[src/rtl/pipe_collision_scorer.sv]
// pipe_collision_scorer: per-game-step crash/score decision for the pipe game.
// A Tick starts a 3-stage evaluation: capture inputs, register the geometric
// compares, then advance the game FSM, Score, HiScore and the Status/Crash/Restart
// outputs. The player button is synchronised and latched as a pending press.
module pipe_collision_scorer #(
  parameter int BIRD_X     = 200,
  parameter int BIRD_W     = 34,
  parameter int BIRD_H     = 24,
  parameter int PIPE_W     = 90,
  parameter int CAP_H      = 33,
  parameter int GAP        = 150,
  parameter int FLOOR_Y    = 428,
  parameter int HOLD_TICKS = 64
) (
  input  logic        clk,
  input  logic        Reset,
  input  logic        Tick,
  input  logic        Button,
  input  logic [15:0] PipesPosition,
  input  logic [15:0] PipesLong,
  input  logic [15:0] BirdY,
  output logic        Status,
  output logic        Crash,
  output logic        Restart,
  output logic [15:0] Score,
  output logic [15:0] HiScore
);

  localparam int HOLD_W = (HOLD_TICKS > 1) ? $clog2(HOLD_TICKS) : 1;

  typedef enum logic [1:0] {
    S_IDLE = 2'd0,
    S_RUN  = 2'd1,
    S_HIT  = 2'd2,
    S_OVER = 2'd3
  } state_t;

  // BCD increment with ripple carry; 9999 saturates.
  function automatic logic [15:0] bcd_inc_sat(input logic [15:0] v);
    logic [15:0] r;
    logic        carry;
    r     = v;
    carry = 1'b1;
    if (v == 16'h9999) begin
      r = v;
    end else begin
      for (int i = 0; i < 4; i++) begin
        if (carry) begin
          if (r[i*4 +: 4] == 4'd9) begin
            r[i*4 +: 4] = 4'd0;
            carry       = 1'b1;
          end else begin
            r[i*4 +: 4] = r[i*4 +: 4] + 4'd1;
            carry       = 1'b0;
          end
        end else begin
          carry = 1'b0;
        end
      end
    end
    return r;
  endfunction

  // Button synchroniser / press latch
  logic btn_s1_q, btn_s2_q, btn_s3_q, press_pend_q, press_pend_d;
  logic press_edge_s, consume_s;
  // Pipeline stage 1 (captured inputs) and stage 2 (registered compares)
  logic        v1_q, v1_d, v2_q, v2_d;
  logic [15:0] p_q, p_d, long_q, long_d, birdy_q, birdy_d;
  logic        hit_q, hit_d, pass_q, pass_d, wrap_q, wrap_d;
  logic [16:0] p_ext_s, l_ext_s, y_ext_s;
  logic        x_ovl_s, y_hit_s, floor_s;
  // Game state
  state_t              state_q, state_d;
  logic [HOLD_W-1:0]   hold_cnt_q, hold_cnt_d;
  logic                scored_q, scored_d;
  logic [15:0]         score_q, score_d, hiscore_q, hiscore_d;
  logic                status_q, status_d, crash_q, crash_d, restart_q, restart_d;

  // Press edge: synchronised level falling from released (1) to pressed (0).
  always_comb begin
    press_edge_s = btn_s3_q & ~btn_s2_q;
    press_pend_d = (press_pend_q & ~consume_s) | press_edge_s;
  end

  // Stage 1 capture on Tick and stage 2 geometric compares (17-bit, no wrap).
  always_comb begin
    v1_d    = Tick;
    v2_d    = v1_q;
    p_d     = p_q;
    long_d  = long_q;
    birdy_d = birdy_q;
    hit_d   = hit_q;
    pass_d  = pass_q;
    wrap_d  = wrap_q;
    p_ext_s = {1'b0, p_q};
    l_ext_s = {1'b0, long_q};
    y_ext_s = {1'b0, birdy_q};
    x_ovl_s = (17'(BIRD_X + BIRD_W) >= p_ext_s) && (17'(BIRD_X) <= p_ext_s + 17'(PIPE_W));
    y_hit_s = (y_ext_s <= l_ext_s + 17'(CAP_H)) || (y_ext_s + 17'(BIRD_H) >= l_ext_s + 17'(GAP));
    floor_s = (y_ext_s + 17'(BIRD_H) >= 17'(FLOOR_Y));
    if (Tick) begin
      p_d     = PipesPosition;
      long_d  = PipesLong;
      birdy_d = BirdY;
    end else begin
      p_d     = p_q;
    end
    if (v1_q) begin
      hit_d  = (x_ovl_s && y_hit_s) || floor_s;
      pass_d = (p_ext_s + 17'(PIPE_W)) < 17'(BIRD_X);
      wrap_d = p_ext_s > 17'(BIRD_X + BIRD_W);
    end else begin
      hit_d  = hit_q;
    end
  end

  // Game FSM: advances only on the evaluation cycle of a step.
  always_comb begin
    state_d    = state_q;
    hold_cnt_d = hold_cnt_q;
    scored_d   = scored_q;
    score_d    = score_q;
    hiscore_d  = hiscore_q;
    crash_d    = 1'b0;
    restart_d  = 1'b0;
    consume_s  = 1'b0;
    if (v2_q) begin
      case (state_q)
        S_IDLE: begin
          if (press_pend_q) begin
            state_d   = S_RUN;
            score_d   = 16'h0000;
            scored_d  = 1'b0;
            consume_s = 1'b1;
          end else begin
            state_d   = S_IDLE;
          end
        end
        S_RUN: begin
          if (hit_q) begin
            state_d    = S_HIT;
            crash_d    = 1'b1;
            hold_cnt_d = '0;
          end else if (pass_q && !scored_q) begin
            score_d  = bcd_inc_sat(score_q);
            scored_d = 1'b1;
          end else if (wrap_q) begin
            scored_d = 1'b0;
          end else begin
            scored_d = scored_q;
          end
        end
        S_HIT: begin
          if (hold_cnt_q == HOLD_W'(HOLD_TICKS - 1)) begin
            state_d   = S_OVER;
            consume_s = 1'b1;
            if (score_q > hiscore_q) begin
              hiscore_d = score_q;
            end else begin
              hiscore_d = hiscore_q;
            end
          end else begin
            hold_cnt_d = hold_cnt_q + HOLD_W'(1);
          end
        end
        S_OVER: begin
          if (press_pend_q) begin
            state_d   = S_IDLE;
            restart_d = 1'b1;
            consume_s = 1'b1;
          end else begin
            state_d   = S_OVER;
          end
        end
        default: begin
          state_d = S_IDLE;
        end
      endcase
    end else begin
      state_d = state_q;
    end
    status_d = (state_d == S_RUN);
  end

  // State and pipeline registers; async reset to the idle/released state.
  always_ff @(posedge clk or negedge Reset) begin
    if (!Reset) begin
      btn_s1_q     <= 1'b1;
      btn_s2_q     <= 1'b1;
      btn_s3_q     <= 1'b1;
      press_pend_q <= 1'b0;
      v1_q         <= 1'b0;
      v2_q         <= 1'b0;
      p_q          <= 16'h0000;
      long_q       <= 16'h0000;
      birdy_q      <= 16'h0000;
      hit_q        <= 1'b0;
      pass_q       <= 1'b0;
      wrap_q       <= 1'b0;
      state_q      <= S_IDLE;
      hold_cnt_q   <= '0;
      scored_q     <= 1'b0;
      score_q      <= 16'h0000;
      hiscore_q    <= 16'h0000;
      status_q     <= 1'b0;
      crash_q      <= 1'b0;
      restart_q    <= 1'b0;
    end else begin
      btn_s1_q     <= Button;
      btn_s2_q     <= btn_s1_q;
      btn_s3_q     <= btn_s2_q;
      press_pend_q <= press_pend_d;
      v1_q         <= v1_d;
      v2_q         <= v2_d;
      p_q          <= p_d;
      long_q       <= long_d;
      birdy_q      <= birdy_d;
      hit_q        <= hit_d;
      pass_q       <= pass_d;
      wrap_q       <= wrap_d;
      state_q      <= state_d;
      hold_cnt_q   <= hold_cnt_d;
      scored_q     <= scored_d;
      score_q      <= score_d;
      hiscore_q    <= hiscore_d;
      status_q     <= status_d;
      crash_q      <= crash_d;
      restart_q    <= restart_d;
    end
  end

  assign Status  = status_q;
  assign Crash   = crash_q;
  assign Restart = restart_q;
  assign Score   = score_q;
  assign HiScore = hiscore_q;

endmodule

[config.mk]
export PLATFORM = sky130hd
export DESIGN_NAME = pipe_collision_scorer
export DESIGN_NICKNAME = d
export VERILOG_FILES = /design/src/rtl/pipe_collision_scorer.sv
export SDC_FILE = /design/constraint.sdc
export NUM_CORES = 1
export LEC_CHECK = 0
export CAP_MARGIN = 30
export CORE_ASPECT_RATIO = 1.2
export CORE_MARGIN = 1
export CORE_UTILIZATION = 51
export CTS_BUF_LIST = sky130_fd_sc_hd__clkbuf_2
export DETAILED_ROUTE_END_ITERATION = 6
export GPL_ROUTABILITY_DRIVEN = 0
export PLACE_DENSITY_LB_ADDON = 0.05
export RECOVER_POWER = 100
export SLEW_MARGIN = 20
export SYNTH_ARGS = -nofsm -noshare
export SYNTH_HDL_FRONTEND = slang
export SYNTH_SLANG_ARGS = --single-unit
[constraint.sdc]
create_clock -name clk -period 4 [get_ports clk]
set_input_delay 0.4 -clock clk [delete_from_list [all_inputs] [get_ports clk]]
set_output_delay 0.4 -clock clk [all_outputs]
set_load 0.1 [all_outputs]
==> results summary <==
Leaving out fill and tap cells, the most frequent cell in the layout is sky130_fd_sc_hd__dfrtp_1. STA classifies the critical path startpoint as a register. After synthesis the cells add up to about 0.0066 mm^2. The number of global-route vias before repair came to approximately 5,200.

The post-route fraction of the period consumed by the critical path is between 80% and 90%. VDD sags by at most between 0.3 and 0.4 mV. The met2 track utilization from global routing is 40.5%. The half-perimeter wire length after placement came out at between 10,000 and 15,000 um. The most used flip-flop cell after synthesis is sky130_fd_sc_hd__dfrtp_1.

Buffers inserted to repair hold after CTS numbered 1. The cell count after synthesis came out at around 670. The count of synthesis-stage warnings from yosys is 0.

The worst pin sits at a relative slew slack of -8.22%. The clock transition at the register clock pins on the worst setup and hold paths after CTS came out at about 290 ps. The detail route stage leaves a number of antenna-violating nets equal to 0. After clock tree synthesis, the setup repair step added 0 buffers.

The die outline area is 0.0134 mm^2. The placed standard-cell area is around 0.0076 mm^2. The count of filler cells inserted in the layout came out at roughly 1,100.

For the final routed database, the setup TNS stands at 0 ps. The global routing stage identified its most utilized layer as met2. Along the worst path, the maximum fanout reaches 16.

The layout overhead on the synthesized area came out at 15.8%. The total global routing overflow is 0. The quantity of gates resized following cts came out at 0. The tree is rooted in a sky130_fd_sc_hd__clkbuf_2. The critical path arrival is around 4100 ps. Setup repair after global routing left no endpoint under its margin. In the routed design, unresolved DRC markers number 0. The flow ran to the end, but the final reports show violations. After synthesis, the cell types taking the most area are sky130_fd_sc_hd__dfrtp_1 37%, sky130_fd_sc_hd__ha_1 13%, sky130_fd_sc_hd__mux2_2 7.7%, sky130_fd_sc_hd__o21ai_0 3.9%, sky130_fd_sc_hd__xor2_1 3.4%.

The highest achievable clock rate came out at around 280 MHz. The sink count of the clock tree is between 100 and 150. The worst path required time is between 4000 and 5000 ps. Counting flops and latches in the post-synthesis netlist gives between 100 and 150.

The number of maximum-capacitance constraint violations is 2. The die is ~110 um wide. By startpoint and endpoint, the worst setup path is classified as reg -> reg.

In this run the critical register-to-register path is launched from Score[9]. STA classifies the critical path endpoint as a register. The worst hold path class is in -> reg. The buffer depth of the longest clock path came out at 2.

The all-layer global routing usage is between 20% and 30%. The number of detailed-route iterations in the first pass came out at 4. The number of distinct library cells after synthesis came out at just under 60. Summed over its instances, the top area cell type makes up ~37% of the synthesized netlist area. The global-route track usage on met1 came out at 28.7%. The part of the Yosys area used for sequential elements is around two fifths. The number of antenna violations at the first check in global routing came out at 1.

The post-placement cell count came out at about 900. The quantity of I/O buffers inserted on ports came out at 86. The first global-routing pass estimated ~25,000 um of wire.

For the pin with the worst max-slew slack, the measured transition is 1620 ps. Subtracting the final worst setup slack from the clock period gives around 3600 ps. The worst hold path begins at BirdY[0]. Summed over all layers, the routed wires come to about 15,000 um. The number of core rows came out at 45. The proportion of layout cells with a drive suffix above 1 came out at under 10%. The mean routed wirelength per cell is 15.8 um. Setup violations remaining at the end of the flow were counted as 0. The launching element of the worst setup path is Score[9]. The clock latency reported for the late side of the worst-skew pair is 630 ps. Power spread over the standard cell area amounts to around 420 mW/mm^2. The static leakage power is about 3.5 nW. The die is 127 um tall. The largest clock skew in the final design came out at approximately 21 ps.

The top cell types in the final layout, fill and taps aside, are 98 x sky130_fd_sc_hd__dfrtp_1, 71 x sky130_fd_sc_hd__ha_1, 57 x sky130_fd_sc_hd__nand2_1. After the flow finishes, the layout carries non-filler instances totaling approximately 920. The number of max-slew violations in the final report is 54. The final standard cell utilization of the core is 60.4%.

Buffers inserted during clock tree synthesis total 9. The number of nets handed over by synthesis was 795. Counting flops with a built-in enable in the synthesized netlist gives 0. The CTS tree is built. In the global route stage, met3 resource usage came out at approximately 3.6%. The biggest area contributor in the post-synthesis netlist is sky130_fd_sc_hd__dfrtp_1. The count of final hold-check violations is 0. The violation count after the first detailed-route iteration is approximately 180. The maximum level of the CTS H-tree is 3. The setup slack of the most critical reg-to-reg path came out at 400 ps. The starting density of the core is 52.2%. The routed layout has 5,211 vias. Entering global routing, the biggest net connects 77 pins.

The final non-filler cell area came out at between 0.007 and 0.008 mm^2. The final layout contains approximately 880 nets. The final reports fail on max-capacitance violations, max-slew violations.

The proportion of register bits with asynchronous set or reset after synthesis is 100%. The per-instance average area after synthesis is around 9.8 um^2. In the routed layout, each cell is associated on average with a via count of approximately 5.7. The total I/O pin count is between 80 and 90. The core area is 0.0127 mm^2. The tightest hold path in the finished design has a slack of ~290 ps.
==> layer usage <==
metal | wire (um) | vias up
li1 | - | 2563
met1 | 6350 | 2520
met2 | 7370 | 108
met3 | 521 | 20
met4 | 291 | 0
met5 | 0 | -
==> metrics by stage <==
step	power, W	worst slack, ps
detailed placement	0.00282	511
global placement	0.00277	570
CTS	0.00331	440
floorplan	0.00242	784
global route	0.00348	93.9
finish	0.00324	404
==> synthesized netlist by cell type (all sizes together) (2+ instances only) <==
cell type   n
a2111oi     3
a211o       2
a211oi      5
a21o       11
a21oi      21
a221o       3
a221oi      2
a22o        3
a31o        2
a31oi       4
a41oi       2
and2        4
and3        6
and3b       2
and4        4
buf         4
clkbuf     17
dfrtp      98
dfstp       3
ha         71
inv        50
mux2       50
mux2i       7
nand2      57
nand2b      3
nand3      27
nand3b      6
nand4      18
nor2       33
nor2b       6
nor3       13
nor3b       3
nor4        2
o211ai      3
o21a        6
o21ai      54
o31ai       7
or3         5
xnor2      18
xor2       26
==> power breakdown <==
| group | switching, W | internal (W) | leakage (nW) |
|---|---|---|---|
| clock network | 0.000380 | 0.0000923 | 0.0625 |
| registers | 0.000188 | 0.00114 | 1.27 |
| logic | 0.000899 | 0.000541 | 2.16 |
| total | 0.00147 | 0.00177 | 3.49 |
==> cell families after synthesis <==
kind of cell,count (synthesis),share of synthesized area [%]
DFF,101,38.3
AOI/OAI and AO/OA,134,13.3
xor gates and xnor gates,44,5.83
adders and majority gates,71,13.4
and+or+nand+nor,194,14.9
buffers and inverters,71,4.37
muxes,57,9.86
==> state kept, by name, indices dropped and copies added (netlist names), 2 cells and up <==
name / count
HiScore: 16
Score: 16
birdy_q: 16
long_q: 16
p_q: 16
hold_cnt_q: 6
state_q: 2
==> layout make-up <==
type / count / area, um^2 / area share [%]
clock buffer: 9 / 45.0 / 0.588
antenna: 1 / 2.50 / 0.0327
tap: 164 / 205 / 2.68
clock inverter: 7 / 57.6 / 0.752
timing repair buffer: 90 / 871 / 11.4
sequential: 101 / 2530 / 33.1
multi-input combinational: 500 / 3760 / 49.1
inverter: 50 / 188 / 2.45
==> final timing paths <==
path | end | cells after the start
setup / recovery | HiScore[8] | 8
hold / removal | birdy_q[0] | 3
setup reg to reg | HiScore[8] | 8
hold reg to reg | btn_s2_q | 0
max in group asynchronous | p_q[10] | 3
min in group asynchronous | long_q[8] | 2
==> worst max-delay path, cell delays in order, from the launching register on <==
cell and delay, ps:
sky130_fd_sc_hd__dfrtp_1 510, sky130_fd_sc_hd__ha_1 330, sky130_fd_sc_hd__a21o_1 160, sky130_fd_sc_hd__a21o_1 180, sky130_fd_sc_hd__a21o_1 200, sky130_fd_sc_hd__a2111oi_4 360
sky130_fd_sc_hd__o211ai_2 120, sky130_fd_sc_hd__o21ai_1 1220, sky130_fd_sc_hd__mux2_2 440
Note: power is estimated with default switching activity, not from simulation.
